===== src/rtl/lsu_pkg.sv =====
// Shared types and helpers for the load/store unit: funct3 encodings, FSM states,
// and the byte-mask, misalignment and legality decoders used at accept time.
// Pure package: no logic, no latency and no backpressure of its own.
package lsu_pkg;

  typedef enum logic [2:0] {
    LSU_B  = 3'b000,
    LSU_H  = 3'b001,
    LSU_W  = 3'b010,
    LSU_BU = 3'b100,
    LSU_HU = 3'b101
  } lsu_funct3_e;

  typedef enum logic [1:0] {
    ST_IDLE   = 2'd0,
    ST_ACCESS = 2'd1,
    ST_RESP   = 2'd2
  } lsu_state_e;

  // Byte enables for a store of width funct3 at byte offset off.
  function automatic logic [3:0] wmask_gen(input logic [2:0] funct3, input logic [1:0] off);
    logic [3:0] m;
    case (funct3)
      LSU_B:   m = 4'b0001 << off;
      LSU_H:   m = 4'b0011 << off;
      LSU_W:   m = 4'b1111;
      default: m = 4'b0000;
    endcase
    return m;
  endfunction

  function automatic logic misaligned(input logic [2:0] funct3, input logic [1:0] off);
    logic bad;
    case (funct3)
      LSU_H, LSU_HU: bad = off[0];
      LSU_W:         bad = (off != 2'b00);
      default:       bad = 1'b0;
    endcase
    return bad;
  endfunction

  // Unsigned widths exist only for loads; anything off the table is illegal.
  function automatic logic illegal(input logic [2:0] funct3, input logic is_store);
    logic bad;
    case (funct3)
      LSU_B, LSU_H, LSU_W: bad = 1'b0;
      LSU_BU, LSU_HU:      bad = is_store;
      default:             bad = 1'b1;
    endcase
    return bad;
  endfunction

endpackage


===== src/rtl/lsu_load_align.sv =====
// Extracts the addressed byte/half/word lane from a memory word and sign/zero-extends it.
// Latency: purely combinational.
// Backpressure: none.
// Ports: rdata (memory word), off (byte offset), funct3 (width/sign) -> ext (32-bit result).
module lsu_load_align
  import lsu_pkg::*;
(
  input  logic [31:0] rdata,
  input  logic [1:0]  off,
  input  logic [2:0]  funct3,
  output logic [31:0] ext
);

  logic [31:0] sh;

  // Bring the addressed byte down to lane 0 before extending.
  assign sh = rdata >> {off, 3'b000};

  always_comb begin
    ext = '0;
    case (funct3)
      LSU_B:   ext = {{24{sh[7]}}, sh[7:0]};
      LSU_H:   ext = {{16{sh[15]}}, sh[15:0]};
      LSU_W:   ext = rdata;
      LSU_BU:  ext = {24'b0, sh[7:0]};
      LSU_HU:  ext = {16'b0, sh[15:0]};
      default: ext = '0;
    endcase
  end

endmodule


===== src/rtl/lsu_dmem_ctrl.sv =====
// Blocking load/store unit between EXU and the RAM data port: one op in flight.
// Latency: accept at edge N, memory access in cycle N+1, response in N+2 (N+1 on error).
// Backpressure: req_ready only in IDLE; resp_ready low holds RESP with outputs stable.
// Ports: req_* (EXU request, valid/ready), resp_* (WBU result, valid/ready),
//        dmem_* (word-aligned RAM port: addr, wdata, wen, wmask out; rdata in, combinational).
// Only XLEN = 32 is supported.
module lsu_dmem_ctrl
  import lsu_pkg::*;
#(
  parameter int XLEN   = 32,
  parameter int REG_AW = 5
) (
  input  logic              clk,
  input  logic              rst_n,
  input  logic              req_valid,
  output logic              req_ready,
  input  logic              req_is_store,
  input  logic [2:0]        req_funct3,
  input  logic [XLEN-1:0]   req_addr,
  input  logic [XLEN-1:0]   req_wdata,
  input  logic [REG_AW-1:0] req_rd,
  output logic              resp_valid,
  input  logic              resp_ready,
  output logic [XLEN-1:0]   resp_rdata,
  output logic [REG_AW-1:0] resp_rd,
  output logic              resp_is_load,
  output logic              resp_err,
  output logic [XLEN-1:0]   dmem_addr,
  output logic [XLEN-1:0]   dmem_wdata,
  output logic              dmem_wen,
  output logic [3:0]        dmem_wmask,
  input  logic [XLEN-1:0]   dmem_rdata
);

  lsu_state_e      state, state_nxt;
  logic [XLEN-1:0] addr_q, wdata_q;
  logic [2:0]      funct3_q;
  logic            is_store_q;
  logic [1:0]      off;
  logic [XLEN-1:0] load_ext;
  logic            req_fire;
  logic            req_bad;

  assign off      = addr_q[1:0];
  assign req_fire = req_valid && req_ready;
  assign req_bad  = illegal(req_funct3, req_is_store) || misaligned(req_funct3, req_addr[1:0]);

  // Address and data come from the op registers so the RAM sees stable values in every state.
  assign dmem_addr  = {addr_q[XLEN-1:2], 2'b00};
  assign dmem_wdata = wdata_q << {off, 3'b000};

  lsu_load_align u_load_align (
    .rdata  (dmem_rdata),
    .off    (off),
    .funct3 (funct3_q),
    .ext    (load_ext)
  );

  always_ff @(posedge clk or negedge rst_n) begin
    if (!rst_n) state <= ST_IDLE;
    else        state <= state_nxt;
  end

  // Strobes are decoded from state, so an async reset during ACCESS drops dmem_wen at once.
  always_comb begin
    state_nxt  = state;
    req_ready  = 1'b0;
    resp_valid = 1'b0;
    dmem_wen   = 1'b0;
    dmem_wmask = 4'b0000;
    case (state)
      ST_IDLE: begin
        req_ready = 1'b1;
        if (req_valid) state_nxt = req_bad ? ST_RESP : ST_ACCESS;
      end
      ST_ACCESS: begin
        dmem_wen   = is_store_q;
        dmem_wmask = is_store_q ? wmask_gen(funct3_q, off) : 4'b0000;
        state_nxt  = ST_RESP;
      end
      ST_RESP: begin
        resp_valid = 1'b1;
        if (resp_ready) state_nxt = ST_IDLE;
      end
      default: state_nxt = ST_IDLE;
    endcase
  end

  always_ff @(posedge clk or negedge rst_n) begin
    if (!rst_n) begin
      addr_q       <= '0;
      wdata_q      <= '0;
      funct3_q     <= 3'b000;
      is_store_q   <= 1'b0;
      resp_rd      <= '0;
      resp_is_load <= 1'b0;
      resp_err     <= 1'b0;
      resp_rdata   <= '0;
    end else if (req_fire) begin
      addr_q       <= req_addr;
      wdata_q      <= req_wdata;
      funct3_q     <= req_funct3;
      is_store_q   <= req_is_store;
      resp_rd      <= req_rd;
      resp_is_load <= !req_is_store;
      resp_err     <= req_bad;
      // Stores and rejected ops report zero; loads overwrite this during ACCESS.
      resp_rdata   <= '0;
    end else if (state == ST_ACCESS && !is_store_q) begin
      resp_rdata   <= load_ext;
    end
  end

endmodule


===== config.mk =====
export PLATFORM = sky130hd
export DESIGN_NAME = lsu_dmem_ctrl
export DESIGN_NICKNAME = d
export VERILOG_FILES = /design/src/rtl/lsu_pkg.sv /design/src/rtl/lsu_load_align.sv /design/src/rtl/lsu_dmem_ctrl.sv
export SDC_FILE = /design/constraint.sdc
export NUM_CORES = 1
export LEC_CHECK = 0
export ABC_AREA = 1
export BUFFER_PORTS_ARGS = -buffer_cell sky130_fd_sc_hd__buf_2
export CAP_MARGIN = 25
export CORE_ASPECT_RATIO = 0.5
export CORE_UTILIZATION = 50
export DETAILED_ROUTE_END_ITERATION = 8
export HOLD_SLACK_MARGIN = 0.1
export PLACE_DENSITY = 0.81
export SLEW_MARGIN = 20
export SYNTH_ARGS = -nofsm -noshare
export SYNTH_HDL_FRONTEND = slang
export SYNTH_SLANG_ARGS = --single-unit

===== constraint.sdc =====
create_clock -name clk -period 1.72 [get_ports clk]
set_clock_uncertainty 0.1 [all_clocks]
set_input_delay 0.086 -clock clk [delete_from_list [all_inputs] [get_ports clk]]
set_output_delay 0.086 -clock clk [all_outputs]
set_load 0.02 [all_outputs]

==> reports/qor.yml <==
synth:
  yosysWarnings: 0
  yosysSeqAreaShare: 0.4760
  synthesis.area_um2: 5730
  ys_async_sr_fraction: 1.000
  avgSynthCellArea_um2: 8.465
  synthCells: 677
  synth_top_area_frac: 0.4760
  ys_seq_elements: 109
  ys.flop_type: "dfrtp_1"
  synth_edf_count: 0
  synth.distinct_cells: 28
  synth_largest_area_cell: "dfrtp_1"
  synth_top_cells_by_area: "dfrtp_1, nand2_1, mux2_2, nand3_1, buf_4"
die:
  row_count: 27
  die-width_um: 153.4
  dieArea_um2: 11920
  die_y_um: 77.70
  design.portCount: 219
  coreArea_um2: 11080
  start_util: 0.5172
pwr:
  pwr_density_cell_nw_per_um2: 1526
  netSwitchingPower_mw: 6.229
  comb_power_share: 0.557
  internal_power_mw: 7.501
  clockPowerShare: 0.166
  p_leak_nw: 4.704
  p_seq_frac: 0.276
  p_sw_frac: 0.4537
  ir_drop_v: 0.0009074
timing:
  slew_headroom: 0.6483
  timing.fmax_mhz: 479.4
  fin_tns_setup_ns: -12.15
  worst_slack_ns: -0.3658
  setup_violations: 68
  rsz0062_at_grt: "true"
  timing.final.crit_period_ns: 2.086
  whs_ns: 0.1340
  drv_slew: 0
  post-route-period-util: 1.213
  worstMarginPinSlew_ns: 0.5275
  hold_viol_final: 0
final_layout:
  fillers: 567
  layout_commonest_cell: "nand2_1"
  final_cell_mix: "nand2_1, buf_2, dlygate4sd3_1, dfrtp_1, nand3_1"
  layout.nets: 1103
  area_growth_pct: 57.05
  drive_gt1_frac: 0.3904
  post-route-util: 0.8122
flow_run:
  drv_cap: 0
run_status:
  violations: "negative setup slack"
  status: "finished, violations left"
setup_path:
  end_kind: "output port"
  cp.arrival_ns: 1.90
  critical_path.max_fanout: 5
  start_kind: "flop"
  critPathRequiredTime_ns: 1.53
  critical_path_class: "reg -> out"
  critPathBufInv: 2
  crit_family: "flip-flops"
  slowest_stage: "dfrtp_2"
  crit_path_max_incr_delay_ns: 0.47
  path_cells: "bufbuf_16, nand2_1, o21a_1, a22oi_2, o21ai_1, buf_4"
hold_path:
  hp-class: "in -> async"
placement:
  place_hpwl_mm: 10.89
  routabilityCongestion: 0.8673
  port_buffers: 216
  pre_cts_slack_ns: 0.1221
drt:
  antenna_left: 0
  vias: 7055
  drt_iter0_drc: 1295
  vias_per_cell: 6.162
  drcViolationCount: 0
  routedWlPerCell_um: 21.97
  routed_wirelength_mm: 25.15
  first_pass_iters: 7
clock_tree:
  clockBufferDepth: 2
  clock-sinks: 109
  numCtsBuffers: 9
  ctsHtreeMaxLevel: 3
  clock_latency_ns: 0.36
  tritoncts: "yes"
  clockRootBuffer: "clkbuf_16"
  clkTransAtPathRegs_ns: 0.08
global_routing:
  overflow: 0
  grt_max_degree: 63
  grt_pass1_wl_mm: 32.67
  antenna_found_initial: 1
  grt_pass1_vias: 6379
  grt_util_all_layers: 0.3508
==> routing by layer <==
layer  vias to the layer above  global-route usage  part of all wire
met4                         0              0.2020             0.087
met1                      3225              0.4111              0.36
met5                         -                   0                 0
li1                       2798                   -                 -
met2                       765              0.6009              0.43
met3                       267             0.08101              0.12
==> power groups by stage <==
stage                     logic [mW]  registers, mW  clock network, mW
final                           7.65           3.79               2.28
after global routing            7.89           3.83               2.39
after floorplan                 3.74           3.72                  0
after global placement          5.09           3.63                  0
after CTS                       6.25           3.64               2.25
after detailed placement        5.20           3.66                  0
==> synthesized netlist by cell type, drive strengths merged, types with 5 or more instances <==
cell and instances:
nor2 51, buf 64, dfrtp 109, o211ai 9, a21oi 24, mux2 51
o21ai 31, clkbuf 5, nand3 64, inv 46, nand2 206
==> per-stage QoR <==
step	area (um2)	power, mW	instances
6_report	9000	13.73	1145
5_1_grt	8997	14.11	1144
4_1_cts	8612	12.14	1127
3_5_place_dp	6819	8.863	992
3_3_place_gp	6819	8.713	992
2_1_floorplan	5734	7.457	678
==> path summary, 6_finish.rpt <==
path / startpoint / end / slack, ns / cells past startpoint
hold / removal: rst_n / resp_rdata[5] / 0.13 / 2
max in group asynchronous: rst_n / resp_rd[0] / 0.81 / 3
setup reg to reg: addr_q[0] / resp_rdata[15] / -0.25 / 12
setup / recovery: addr_q[0] / dmem_wdata[25] / -0.37 / 6
hold reg to reg: resp_rdata[18] / resp_rdata[18] / 0.38 / 2
min in group clk: req_addr[24] / addr_q[24] / 0.38 / 3
==> sequential cells by signal (all words and copies together), names as in the netlist <==
register and cells:
addr_q 32, resp_rdata 32, wdata_q 32, resp_rd 5, funct3_q 3, state 2, is_store_q 1, resp_err 1
resp_is_load 1
==> what timing repair did <==
| action | in CTS | in global routing |
|---|---|---|
| gates cloned | 4 | 5 |
| gates resized for setup | 71 | 79 |
| buffers inserted | 6 | 14 |
| endpoints found under the setup margin | 28 | 69 |
| hold endpoints to repair | 218 | 0 |
| hold buffers | 109 | 0 |
| pin swaps | 6 | 19 |
==> cells by family after synthesis <==
kind of cell | synth area share
AND/OR/NAND/NOR | 0.2356
buffers and inverters | 0.1092
flip-flops | 0.4760
AO/OA/AOI/OAI | 0.07838
multiplexers | 0.1002
other | 0.0006544
==> layout make-up <==
| cell class | count | area, um2 | area share |
|---|---|---|---|
| clock inverter | 6 | 77.57 | 0.008619 |
| multi-input combinational | 454 | 2618 | 0.2908 |
| timing repair buffer | 373 | 2944 | 0.3271 |
| inverter | 46 | 197.7 | 0.02197 |
| antenna | 1 | 2.502 | 0.0002780 |
| sequential | 109 | 2731 | 0.3035 |
| clock buffer | 10 | 239.0 | 0.02655 |
| timing repair inverter | 1 | 8.758 | 0.0009732 |
| tap | 145 | 181.4 | 0.02016 |
==> worst register-to-register path, delay by kind of cell (launching register included) <==
family,cells,cell delay (ns)
buffers and inverters,5,0.67
flip-flops,1,0.47
AND/OR/NAND/NOR,7,0.60
No activity file was read; power rests on OpenSTA's default activity.
